### config.mk
export PLATFORM = sky130hd
export DESIGN_NAME = conv_act_sequencer
export DESIGN_NICKNAME = d
export VERILOG_FILES = /design/src/rtl/conv_act_sequencer.sv
export SDC_FILE = /design/constraint.sdc
export NUM_CORES = 1
export LEC_CHECK = 0
export ABC_AREA = 0
export CAP_MARGIN = 20
export CORE_MARGIN = 2
export CORE_UTILIZATION = 47
export CTS_BUF_LIST = sky130_fd_sc_hd__clkbuf_8
export CTS_CLUSTER_SIZE = 12
export DETAILED_ROUTE_END_ITERATION = 8
export PLACE_DENSITY = 0.86
export SYNTH_ARGS = -nofsm -noshare
export SYNTH_HDL_FRONTEND = slang
export SYNTH_SLANG_ARGS = --single-unit
### constraint.sdc
create_clock -name clk -period 1.8 [get_ports clk]
set_input_delay 0.54 -clock clk [delete_from_list [all_inputs] [get_ports clk]]
set_output_delay 0.54 -clock clk [all_outputs]
set_load 0.03 [all_outputs]
### src/rtl/conv_act_sequencer.sv
// Activation sequencer for one binarised conv layer: handshakes input pixels, sweeps the
// output-channel fold per pixel, gates maxpool strobes on window validity and flushes at frame end.
module conv_act_sequencer #(
    parameter int ch_in  = 64,
    parameter int w_in   = 32,
    parameter int pad    = 1,
    parameter int fold   = 1,
    parameter int fold_w = fold > 1 ? $clog2(fold) : 1,
    parameter int n_pix  = w_in * w_in,
    parameter int D      = pad * w_in + pad
) (
    input  logic              clk,
    input  logic              reset,
    input  logic [ch_in-1:0]  in_act,
    input  logic              in_valid,
    output logic              in_ready,
    output logic [ch_in-1:0]  stream_act,
    output logic              stream_act_en,
    output logic [fold_w-1:0] fold_add,
    output logic              stream_maxpool_en,
    output logic              busy,
    output logic              frame_done
);

    localparam int unsigned cnt_w = $clog2(n_pix + D + 1);
    localparam logic [cnt_w-1:0]  n_pix_c   = cnt_w'(n_pix);
    localparam logic [cnt_w-1:0]  lag_c     = cnt_w'(D);
    localparam logic [fold_w-1:0] fold_last = fold_w'(fold - 1);

    typedef enum logic [2:0] {
        IDLE,
        LOAD,
        SWEEP,
        COMMIT,
        FLUSH_LOAD
    } state_t;

    state_t             state, state_nxt;
    logic [cnt_w-1:0]   pix_cnt, pix_cnt_nxt;
    logic [cnt_w-1:0]   out_cnt, out_cnt_nxt;
    logic [fold_w-1:0]  fold_cnt, fold_cnt_nxt;
    logic [ch_in-1:0]   stream_act_nxt;
    logic               stream_act_en_nxt;
    logic [fold_w-1:0]  fold_add_nxt;
    logic               maxpool_nxt;
    logic               done_nxt;
    logic               busy_nxt;
    logic               in_ready_nxt;

    // Next-state and next-output logic; every output is the registered image of these values.
    always_comb begin
        state_nxt      = state;
        pix_cnt_nxt    = pix_cnt;
        out_cnt_nxt    = out_cnt;
        fold_cnt_nxt   = fold_cnt;
        stream_act_nxt = stream_act;
        maxpool_nxt    = 1'b0;
        done_nxt       = 1'b0;

        case (state)
            IDLE: begin
                if (in_valid && in_ready) begin
                    stream_act_nxt = in_act;
                    state_nxt      = LOAD;
                end
            end
            LOAD, FLUSH_LOAD: begin
                pix_cnt_nxt  = pix_cnt + cnt_w'(1);
                fold_cnt_nxt = '0;
                state_nxt    = SWEEP;
            end
            SWEEP: begin
                if (fold_cnt == fold_last) begin
                    state_nxt = COMMIT;
                    // Window is valid once the loaded pixel index reaches the centre lag.
                    if (pix_cnt > lag_c) begin
                        out_cnt_nxt = out_cnt + cnt_w'(1);
                        maxpool_nxt = 1'b1;
                        done_nxt    = (out_cnt + cnt_w'(1)) == n_pix_c;
                    end
                end else begin
                    fold_cnt_nxt = fold_cnt + fold_w'(1);
                end
            end
            COMMIT: begin
                if (frame_done) begin
                    pix_cnt_nxt = '0;
                    out_cnt_nxt = '0;
                    state_nxt   = IDLE;
                end else if (pix_cnt >= n_pix_c) begin
                    stream_act_nxt = '0;
                    state_nxt      = FLUSH_LOAD;
                end else begin
                    state_nxt = IDLE;
                end
            end
            default: begin
                state_nxt = IDLE;
            end
        endcase

        stream_act_en_nxt = (state_nxt == LOAD) || (state_nxt == FLUSH_LOAD);
        fold_add_nxt      = (state_nxt == SWEEP) ? fold_cnt_nxt : '0;
        busy_nxt          = state_nxt != IDLE;
        in_ready_nxt      = state_nxt == IDLE;
    end

    // State and counter registers.
    always_ff @(posedge clk) begin
        if (reset) begin
            state    <= IDLE;
            pix_cnt  <= '0;
            out_cnt  <= '0;
            fold_cnt <= '0;
        end else begin
            state    <= state_nxt;
            pix_cnt  <= pix_cnt_nxt;
            out_cnt  <= out_cnt_nxt;
            fold_cnt <= fold_cnt_nxt;
        end
    end

    // Output registers.
    always_ff @(posedge clk) begin
        if (reset) begin
            stream_act        <= '0;
            stream_act_en     <= 1'b0;
            fold_add          <= '0;
            stream_maxpool_en <= 1'b0;
            frame_done        <= 1'b0;
            busy              <= 1'b0;
            in_ready          <= 1'b0;
        end else begin
            stream_act        <= stream_act_nxt;
            stream_act_en     <= stream_act_en_nxt;
            fold_add          <= fold_add_nxt;
            stream_maxpool_en <= maxpool_nxt;
            frame_done        <= done_nxt;
            busy              <= busy_nxt;
            in_ready          <= in_ready_nxt;
        end
    end

endmodule
### After elaboration in Yosys (flattened, before gate mapping)

Index checks and enable logic that the tools add are counted.
Widths: inputs -> output; s select.

| operators by class | value |
|---|---|
| multipliers | 0 |
| add/subtract/negate cells | 3 |
| reduce and logical (&&, ||, !) cells | 15 |
| div/mod/pow operators | 0 |
| muxes and demuxes | 17 |
| bitwise logic cells | 3 |
| equality and inequality tests | 14 |
| shifts and indexed selects | 0 |
| $lt $le $gt $ge | 2 |

Operator list:

| kind | count |
|---|---|
| $mux 64 | 3 |
| $pmux 64 s2 | 1 |
| $pmux 11 s2 | 2 |
| $mux 11 | 3 |
| $add 11x1->11 const B | 2 |
| $mux 3 | 4 |
| $ne 2x2->1 const B | 6 |
| $pmux 3 s4 | 1 |
| $eq 11x11->1 const B | 1 |
| $ge 11x11->1 const B | 1 |
| $gt 11x6->1 const B | 1 |
| $eq 3x2->1 const B | 3 |
| $reduce_and 4->1 | 2 |
| $eq 3x1->1 const B | 2 |
| $eq 3x3->1 const B | 2 |
| $logic_not 3->1 | 2 |
| $reduce_bool 2->1 | 3 |
| $reduce_or 2->1 | 2 |
| $reduce_or 4->1 | 1 |
| $not 1->1 | 3 |
| $reduce_bool 3->1 | 1 |
| $reduce_or 3->1 | 1 |
| $mux 1 | 2 |
| $pmux 1 s2 | 1 |
| other kinds (4) | 4 |

| storage, ports and cells | value |
|---|---|
| output and inout bits | 70 |
| latch bits | 0 |
| logic and storage cells | 65 |
| register bits after elaboration | 96 |
| memories | 0 |
| ROM bits | 0 |
| memory bits (writable) | 0 |

### Depth between registers and ports, before layout

Gate-level depths: netlist (run 1).

| depth | value |
|---|---|
| word-level depth | 7 |
| mapped depth | 8 |
| mapped depth without buffers | 7 |

### Worst setup path after synthesis (run 1)

Ideal clock, no wire load.

| timing path | value |
|---|---|
| path type | input to register |
| from | input in_valid |
| to | register stream_act[0] |
| required time | 1.729 ns |
| stages on the path | 7 |
| path slack | 0.165 ns |
| data arrival time | 1.564 ns |
| cell sequence | and2_0 nand2_1 a21o_1 buf_2 clkbuf_1 nand2_1 a21oi_1 |

| on the way | value |
|---|---|
| longest elaborated chain between the ends | 3 |

RTL lines:

| element | line | text |
|---|---|---|
| from (decl) | 15 | `input logic in_valid,` |
| $logic_and 1x1->1 | 62 | `if (in_valid && in_ready) begin` |
| $ne 2x2->1 (no source line) | - |  |
| $reduce_and 4->1 (no source line) | - |  |
| to (signal assigned) | 134 | `stream_act <= stream_act_nxt;` |
| to (decl) | 17 | `output logic [ch_in-1:0] stream_act,` |

No other way between the ends.
A chain may end at the register's enable or synchronous reset.

### Worst setup path in the final report (run 1)

| timing path | value |
|---|---|
| from | register pix_cnt[8] |
| to | register frame_done |

| on the way | value |
|---|---|
| longest elaborated chain between the ends | 3 |

RTL lines:

| element | line | text |
|---|---|---|
| from (decl) | 39 | `logic [cnt_w-1:0] pix_cnt, pix_cnt_nxt;` |
| from (signal assigned) | 117 | `pix_cnt <= pix_cnt_nxt;` |
| $gt 11x6->1 | 76 | `if (pix_cnt > lag_c) begin` |
| $not 1->1 (no source line) | - |  |
| $reduce_or 4->1 (no source line) | - |  |
| to (signal assigned) | 138 | `frame_done <= done_nxt;` |
| to (decl) | 22 | `output logic frame_done` |

No other way between the ends.

==> summary.md, run 1 <==
| Metric | Value |
|---|---|
| Routed WL | 10.71 mm |
| Tcrit/Tclk final | 0.9771 |
| Sink Count | 96 |
| Hold WC Path Type | reg -> reg |
| Mapped cell area | 0.004024 mm2 |
| CTS tree | yes |
| I/O pin cnt | 137 |
| Starting Density | 0.4873 |
| Post-DP HPWL | 7.183 mm |
| DRT Pass-1 Iters | 5 |
| Leakage | 2.343 nW |
| Synth warnings | 0 |
| Sequential cell area fraction in the yosys report | 0.4776 |
| DRT iter0 DRCs | 211 |
| Die X | 96.53 um |
| Die span in y | 96.53 um |
| Worst setup EP type | flip-flop |
| Dpl cells | 702 |
| Vias | around 4000 |
| Rows | 33 |
| Worst setup margin | 41.20 ps |
| Post-synthesis register bit count | 96 |
| CP cell instances | or4_4 -> nor3_4 -> buf_12 -> a21o_4 -> nor3_2 -> and3_1 |
| Largest net degree at the start of global routing | 86 |
| # diodes | 0 |
| Slowest stage delay, CP | around 540 ps |
| Post-synth top area share | 0.4776 |
| Syn_nets | 549 |
| Core area | just over 0.008 mm2 |
| Async SR Flop Fraction | 0 |
| Antenna violations before repair | 0 |
| Worst-path fanout max | 8 |
| Setup TNS | 0 ps |
| CTS root buf | clkbuf_8 |
| Max Slew Vio Count | 0 |
| Wire per inst | approximately 15 um |
| Synth Flop Type | dfxtp_1 |
| DIE AREA | ~0.0093 mm2 |
| Post-CTS Hold Fix Bufs | 0 |
| Minimum clock period | 1759 ps |
| Synth cell types | 53 |
| Status | completed |
| Worst Tran Pin Value | 572.4 ps |
| DRT antenna net count | 0 |
| Crit path DAT | 2000 ps |
| Critical Path Source Type | flip-flop |
| Worst hold slack | 452.0 ps |
| FMAX | ~0.57 GHz |
| Average instance area after synthesis | ~8.4 um2 |
| Kind of critical path | reg -> reg |
| Fraction of layout cells with a size suffix above 1 | 0.1057 |
| First-pass GRT wire length | approximately 16 mm |
| Top cells by area, synth | dfxtp_1, a21oi_1, nand3_1, nand2_1, buf_6 |
| Skew-Pair Late Insertion Delay | ~360 ps |
| Yosys top cell by area | dfxtp_1 |
| VDD IR max | 0.0006056 V |
| Total GRT Usage | 0.2192 |
| Worst EP required | 2040 ps |
| Clk pin slew, worst setup/hold paths | approximately 100 ps |
| CTS H-tree depth | 3 |
| EDFF count, synth | 0 |
| Setup violators final | 0 |
| DR vias/cell | 5.469 |
| Slowest library cell on the worst path | or4_4 |
| # DRC | 0 |
| Max_cap viols | 0 |
| Global route total overflow | 0 |
| Vias in the first global route | approximately 3700 |
| Pre-CTS setup slack | -237.8 ps |
| Final Wtd Congestion | 0.8897 |
| Post-Layout Cell Count | around 700 |
| Max_slew headroom | 0.6171 |
| Clock tree buffer depth | 2 |
| Synth-to-layout area growth | 41.60% |
| Power Density | 840.9 mW/mm2 |
| Clk_skew | 15.83 ps |
| Hold Fails Final Rpt | 0 |
| Layout fillers | 678 |
| Cells after Synth | about 480 |
| NumNets Final | roughly 700 |
| Tot Pwr | 0.004791 W |
| Port bufs | between 100 and 150 |
| Num CTS Buffers | 9 |
==> routing by layer <==
layer	GRT usage	vias to the layer above	routed length, um
met5	0	-	0
met4	0.09624	0	329
met3	0.06362	26	925
met2	0.3802	167	5341
met1	0.2504	1814	4118
li1	-	1931	-
==> flip-flops by register name, indices dropped and copies added, names as in the netlist, 3 cells and up <==
name,count
out_cnt,11
state,3
pix_cnt,11
stream_act,64
==> cells by family (layout without fill, tap and decap cells) <==
group	count (synthesis)	after routing	synth area share
AO/OA/AOI/OAI	111	112	0.1648
XOR/XNOR	8	8	0.01741
adder cells (fa/ha/maj)	3	3	0.009329
buffers and inverters	38	173	0.05379
flip-flops	96	96	0.4776
multiplexers	3	3	0.007774
other	1	1	0.0009319
AND/OR/NAND/NOR	219	219	0.2683
==> critical path: cells and delay by family (launching register included) <==
family / cells / cell delay, ps
compound gates: 1 / 160
buf+inv: 1 / 150
flops: 1 / 350
simple gates: 4 / 970
==> cell type report <==
type / instances / area, um2 / area share
Clock buffer: 10 / 137.6 / 0.02415
Clock inverter: 6 / 72.57 / 0.01274
Inverter: 3 / 11.26 / 0.001976
Multi-Input combinational cell: 346 / 1951 / 0.3423
Sequential cell: 96 / 1927 / 0.3382
Tap cell: 105 / 131.4 / 0.02306
Timing Repair Buffer: 154 / 1468 / 0.2576
==> layout by cell type (no fill, tap or decap), types with 2 or more instances in the layout <==
cell | synthesis | layout
and2_1 | 4 | 4
buf_12 | 0 | 5
nor3_1 | 8 | 7
dfxtp_1 | 96 | 92
o211ai_1 | 2 | 2
a21oi_1 | 72 | 71
dfxtp_2 | 0 | 4
nand2_1 | 81 | 80
inv_1 | 2 | 2
nor2_1 | 23 | 23
nor3b_1 | 4 | 4
nor3_2 | 1 | 2
o21ai_0 | 15 | 15
inv_6 | 0 | 3
a21oi_4 | 1 | 3
or4_4 | 1 | 2
ha_1 | 3 | 2
buf_4 | 1 | 13
nand4_1 | 4 | 4
nand2b_1 | 2 | 2
a31oi_1 | 2 | 2
or4_1 | 3 | 2
a32o_1 | 3 | 3
xor2_1 | 4 | 4
xnor2_1 | 4 | 4
dlygate4sd2_1 | 0 | 69
a21oi_2 | 4 | 4
and3_1 | 7 | 7
mux2i_1 | 2 | 2
clkbuf_8 | 0 | 10
clkdlybuf4s50_1 | 0 | 65
nand3_1 | 70 | 70
==> synthesized netlist by cell type, types with 2 or more instances <==
| library cell | number |
|---|---|
| nand2_1 | 81 |
| xor2_1 | 4 |
| nand4_1 | 4 |
| o211ai_1 | 2 |
| and2_1 | 4 |
| nor3b_1 | 4 |
| nand3_1 | 70 |
| a21oi_2 | 4 |
| dfxtp_1 | 96 |
| clkbuf_1 | 23 |
| o21ai_0 | 15 |
| nor2b_1 | 2 |
| a21oi_1 | 72 |
| buf_2 | 2 |
| nor3_1 | 8 |
| or4_1 | 3 |
| a21o_1 | 2 |
| mux2i_1 | 2 |
| a31oi_1 | 2 |
| a32o_1 | 3 |
| and3_1 | 7 |
| nor2_1 | 23 |
| buf_6 | 9 |
| inv_1 | 2 |
| ha_1 | 3 |
| nand2b_1 | 2 |
| xnor2_1 | 4 |
==> final timing paths <==
kind | from | to | slack, ps | cells after the start
hold reg to reg | stream_act[52] | stream_act[52] | 450 | 2
hold / removal | stream_act[52] | stream_act[52] | 450 | 2
setup / recovery | pix_cnt[8] | frame_done | 40 | 6
setup reg to reg | pix_cnt[8] | frame_done | 40 | 6
==> power by group <==
| group | leakage (nW) | switching, W | internal, W |
|---|---|---|---|
| sequential | 0.781 | 0.0000624 | 0.00224 |
| combinational | 1.45 | 0.000591 | 0.000422 |
| clock | 0.110 | 0.000770 | 0.000703 |
| total | 2.34 | 0.00142 | 0.00337 |
==> per-stage QoR <==
stage	utilization	area, um2
2_1_floorplan	-	4024
4_1_cts	0.6794	5610
3_3_place_gp	0.6645	5488
6_report	0.6900	5698
5_1_grt	0.6900	5698
3_5_place_dp	0.6645	5488
==> repair_timing <==
item / 4_1_cts / 5_1_grt
pin swaps: 0 / 5
resized for setup: 70 / 14
cloned: 0 / 1
endpoints found under the setup margin: 70 / 17
setup buffers: 0 / 1
Power figures use the tool's default switching activity.
==> run 2: changes to the inputs <==
- CORE_ASPECT_RATIO: unset -> 2
==> run 2 against run 1 <==
Utilization increased by 0.82 points; non-clock buffer count increased by 6; worst hold slack got worse by 2.5 ps; first-iteration DRC count increased by 47%; final cell count decreased by 0.14%; global-route usage increased by 2.2 points; critical path depth increased by 1; routed wire length increased by 11%; clock power decreased by 13%.
==> summary.md, run 2 (synthesis gave the netlist of run 1 again) <==
| Metric | Value |
|---|---|
| DR vias/cell | 5.736 |
| Min-delay src | stream_act[27] |
| Utilization after layout | 0.6982 |
| Hold WC Path Type | reg -> reg |
| Max_cap viols | 0 |
| Setup violators final | 0 |
| Antenna violations before repair | 0 |
| VDD IR max | 0.0004797 V |
| Starting Density | 0.4853 |
| DIE AREA | 0.009362 mm2 |
| DRT Pass-1 Iters | 6 |
| Kind of critical path | reg -> reg |
| DRT antenna net count | 0 |
| RSZ-0062 raised after global routing | true |
| # DRC | 0 |
| Routed WL | about 12 mm |
| Skew-Pair Late Insertion Delay | roughly 380 ps |
| Fraction of layout cells with a size suffix above 1 | 0.1143 |
| FMAX | 0.5690 GHz |
| Pre-CTS setup slack | -271.3 ps |
| CTS tree | yes |
| Clk_skew | 13.98 ps |
| NumNets Final | 686 |
| Final Wtd Congestion | 0.8967 |
| Vias | 4124 |
| Most frequent cells in the layout | dfxtp_1, nand2_1, a21oi_1, nand3_1, dlygate4sd2_1 |
| Clock tree buffer depth | 2 |
| RR Startpoint | pix_cnt[0] |
| # diodes | 0 |
| Largest net degree at the start of global routing | 64 |
| First-pass GRT wire length | approximately 18 mm |
| Worst Reg-to-Reg Cells | 7 |
| Die X | a little under 70 um |
| DRT iter0 DRCs | 311 |
| Leakage | between 2 and 2.5 nW |
| Rows | 47 |
| Port bufs | 136 |
| Worst EP required | roughly 2100 ps |
| Worst-path fanout max | 5 |
| Crit path DAT | about 2000 ps |
| Total GRT Usage | 0.2408 |
| Sink Count | 96 |
| CTS H-tree depth | 3 |
| Hold EP | stream_act[27] |
| Wire per inst | around 16 um |
| Power Density | about 810 mW/mm2 |
| I/O pin cnt | between 100 and 150 |
| Hold Fails Final Rpt | 0 |
| Commonest non-fill, non-tap cell in the layout | dfxtp_1 |
| Max reg flops | 64 |
| Worst setup margin | about 42 ps |
| Status | completed |
| Biggest register | stream_act |
| CTS root buf | clkbuf_8 |
| RR Endpoint | out_cnt[3] |
| Minimum clock period | 1758 ps |
| Tcrit/Tclk final | 0.9764 |
| Setup slack, reg-to-reg | 40 ps |
| Clk pin slew, worst setup/hold paths | 90 ps |
| Num CTS Buffers | 9 |
| Synth-to-layout area growth | 43.87% |
| Core area | 0.008292 mm2 |
| Post-DP HPWL | 7.989 mm |
| Max Slew Vio Count | 0 |
| Hold Path Cell Cnt | 2 |
| Largest regs | stream_act x64, out_cnt x11, pix_cnt x11 |
| Die span in y | 134.9 um |
| Vias in the first global route | between 3000 and 4000 |
| Global route total overflow | 0 |
| Critical Path Source Type | flip-flop |
| Worst setup EP type | flip-flop |
[run 2: cell count changes in the layout (fill, tap and decap cells not counted), sizes merged]
cell	change
buf	+4
clkbuf	+2
clkinv	+2
bufinv	-1
clkdlybuf4s15	-1
clkinvlp	+1
inv	-1
[run 2: power breakdown]
part,leakage (nW),switching (W),internal (W)
logic,1.52,0.000621,0.000468
registers,0.781,0.0000661,0.00224
clock network,0.0924,0.000772,0.000504
[run 2: metal layers]
layer,track usage,share of wire
met4,0.1264,0.056
met3,0.05299,0.052
met1,0.2489,0.35
met2,0.4455,0.54
met5,0,0
[run 2: what timing repair did]
item                       in CTS  in global routing
setup buffers                   0                  6
resized for setup              73                 18
gates cloned                    0                  3
pin swaps                       0                  8
setup endpoints to repair      73                 20
hold buffers                    0                  0
[run 2: worst max path at each step]
stage / from / end / slack (ps)
after floorplan: in_valid / stream_act[0] / 170
after global placement: in_valid / stream_act[44] / -180
after detailed placement: in_valid / stream_act[24] / -270
after CTS: out_cnt[0] / out_cnt[10] / 7
after global routing: pix_cnt[1] / out_cnt[3] / -30
final: pix_cnt[0] / out_cnt[3] / 40
[run 2: worst max-delay path, stage by stage (launching register included)]
cell and delay, ps:
dfxtp_2 350, ha_1 190, o21ba_2 250, o41ai_4 70, buf_4 180, a21oi_4 240
o21ai_2 90, a32o_1 270
[run 2: stage by stage]
stage	setup TNS (ps)	hold slack, ps	instances	power [W]	cell area (um2)
final	0	449.5	719	0.004674	5789
after global routing	-92.70	475.4	719	0.004877	5789
after CTS	0	453.2	712	0.004623	5618
after detailed placement	-14410	442.0	696	0.003442	5512
after global placement	-10990	437.8	696	0.003409	5512
after floorplan	0	438.0	479	0.002958	4024
[run 2: cell type report]
| type | instances | area [um2] |
|---|---|---|
| multi-input cells | 346 | 1976 |
| flip-flops and latches | 96 | 1926 |
| repair buffers | 160 | 1580 |
| well taps | 98 | 122.6 |
| fillers | 639 | 2502 |
| clock inverters | 7 | 50.05 |
| inverters | 3 | 11.26 |
| clock buffers | 9 | 123.9 |
==> variant (flow settings as in run 1) <==
Re-encode `state_t` (5 states) as one-hot, 5 bits wide.
--- a/src/rtl/conv_act_sequencer.sv
+++ b/src/rtl/conv_act_sequencer.sv
@@ -29,8 +29,8 @@
 
-    typedef enum logic [2:0] {
-        IDLE,
-        LOAD,
-        SWEEP,
-        COMMIT,
-        FLUSH_LOAD
+    typedef enum logic [4:0] {
+        IDLE       = 5'b00001,
+        LOAD       = 5'b00010,
+        SWEEP      = 5'b00100,
+        COMMIT     = 5'b01000,
+        FLUSH_LOAD = 5'b10000
     } state_t;
Check against the original RTL: same outputs for any inputs over 10 cycles, from zero or initial values and one cycle with reset high; not proved beyond that.
==> variant against run 1 <==
The run now ends with setup timing left. Clock skew decreased by 0.0040 ns. Count of clock-buffer cells in the layout decreased by 1. Global-route usage rose by 4.6 points. Combinational power grew 84%. Design area rose by 8.8%. Sequential cell count up 2. Setup slack got worse by 0.042 ns. Utilization increased by 6.5 points. Power rose by 24%. Critical endpoint is now out_cnt[9]$_SDFFE_PP0P_. Wire length increased by 16%. Area after synthesis shrank 1.0%.
==> variant: results (changes against run 1) <==
* Run status: finished, violations left
* Failing checks: setup timing
* Post-Syn Instances at 481 (+0.42%)
* Final Instance Count excl. Fillers at 758 (+5.3%)
* Final critical-path setup slack at -0.000372 ns (-0.0416 ns)
* Fraction of the yosys area taken by sequential cells at 0.492 (+0.0149)
* Data arrival, critical path at 2.06 ns (+0.06 ns)
* Top cells by instance count after synthesis: dfxtp_1, nand2_1, nand3_1
* Vias in the first global route at 4,159 (+13%)
* Maximum number of pins on one net before global-route repair at 39 (-55%)
* Number of setup violations in the final report at 1 (+1)
* Net Count, Synth at 551 (+0.36%)
* Post-route cell area at 6200 sq um (+8.8%)
* Post-synthesis cell type count at 51 (-3.8%)
* LEAKAGE at 2.68 nW (+14%)
* Total GRT Usage at 0.265 (+0.0460)
* Maximum fanout along the worst path at 6 (-2)
* DP Worst Slack at -0.458 ns (-0.221 ns)
* Gp weighted congestion at 0.795 (-11%)
* Slowest stage cell on the critical path: dfxtp_4
* Worst hold slack at 0.465 ns (+0.0132 ns)
* Crit-path max cell delay at 0.37 ns (-0.17 ns)
* Global-route wire length before repair at 19.2 mm (+18%)
* Peak supply drop at 0.000539 V (-11%)
* Filler Cells Inserted at 555 (-18%)
* CP top delay family: compound AO/OA/AOI/OAI gates
* Top post-synthesis cells by area: dfxtp_1, nand3_1, o21ai_0, nand2_1, nor2_1
* Ratio of cells with drive above 1 in the final layout at 0.175 (+0.0689)
* Iter 0 DRT Violations at 231 (+9.5%)
* Final setup TNS at -0.000372 ns (-0.000372 ns)
* Cell count after placement at 727 (+3.6%)
* Post-detailed-placement cell area at 5730 sq um (+4.5%)
* Vias per cell at 5.52 (+0.97%)
## variant: cell count changes in the layout (fill, tap and decap cells not counted), moves of 4 or more
cell,delta
a21oi_1,-64
a21oi_2,-4
a221o_1,+5
and3_1,+4
buf_12,+4
buf_4,+26
buf_6,+6
dfxtp_4,+5
nand3_1,+5
nor3_1,-5
o21ai_0,+52
o21ai_1,+4
## variant: worst reg2reg max path, delay by kind of cell, from the launching register on
family | cells | cell delay [ns]
buffers and inverters | 2 | 0.31
DFF | 1 | 0.37
AOI/OAI and AO/OA | 4 | 1.01
## variant: area by class of cell
| type | count | area share |
|---|---|---|
| clock inverters | 7 | 0.0135 |
| clock buffers | 9 | 0.0200 |
| inverters | 5 | 0.00303 |
| repair buffers | 193 | 0.306 |
| flip-flops and latches | 98 | 0.320 |
| well taps | 105 | 0.0212 |
| multi-input cells | 341 | 0.317 |
## variant: kinds of logic after synthesis
kind of cell | Yosys count | synth area share
and+or+nand+nor | 225 | 0.274
AOI/OAI and AO/OA | 103 | 0.154
DFF | 98 | 0.492
buffers and inverters | 42 | 0.0487
xor gates and xnor gates | 6 | 0.0132
adders and majority gates | 3 | 0.00942
muxes | 3 | 0.00817
other | 1 | 0.000941
## variant: power breakdown
group          switching (mW)  internal [mW]
registers               0.143           2.40
logic                    1.07          0.792
clock network           0.863          0.673
## variant: path summary, 6_finish.rpt
kind	start	end	depth (start not counted)
worst min-delay path	stream_act[52]$_SDFFE_PP0P_	stream_act[52]$_SDFFE_PP0P_	2
worst max register to register	pix_cnt[0]$_SDFFE_PP0P_	out_cnt[9]$_SDFFE_PP0P_	6
worst max-delay path	pix_cnt[0]$_SDFFE_PP0P_	out_cnt[9]$_SDFFE_PP0P_	6
worst min register to register	stream_act[52]$_SDFFE_PP0P_	stream_act[52]$_SDFFE_PP0P_	2
## variant: routing by layer
layer	wire length, microns	GRT usage	part of all wire	vias to the layer above
met2	6260	0.446	0.50	177
met4	341	0.111	0.027	0
li1	-	-	-	2016
met1	4890	0.313	0.39	1961
met3	952	0.0814	0.077	32
met5	0	0	0	-
## variant: repair_timing
item | 4_1_cts | 5_1_grt
pin swaps | 4 | 8
cloned | 3 | 1
hold endpoints to repair | 0 | 0
gates resized for setup | 88 | 38
endpoints found under the setup margin | 140 | 49
hold buffers | 0 | 0
buffers inserted | 4 | 8
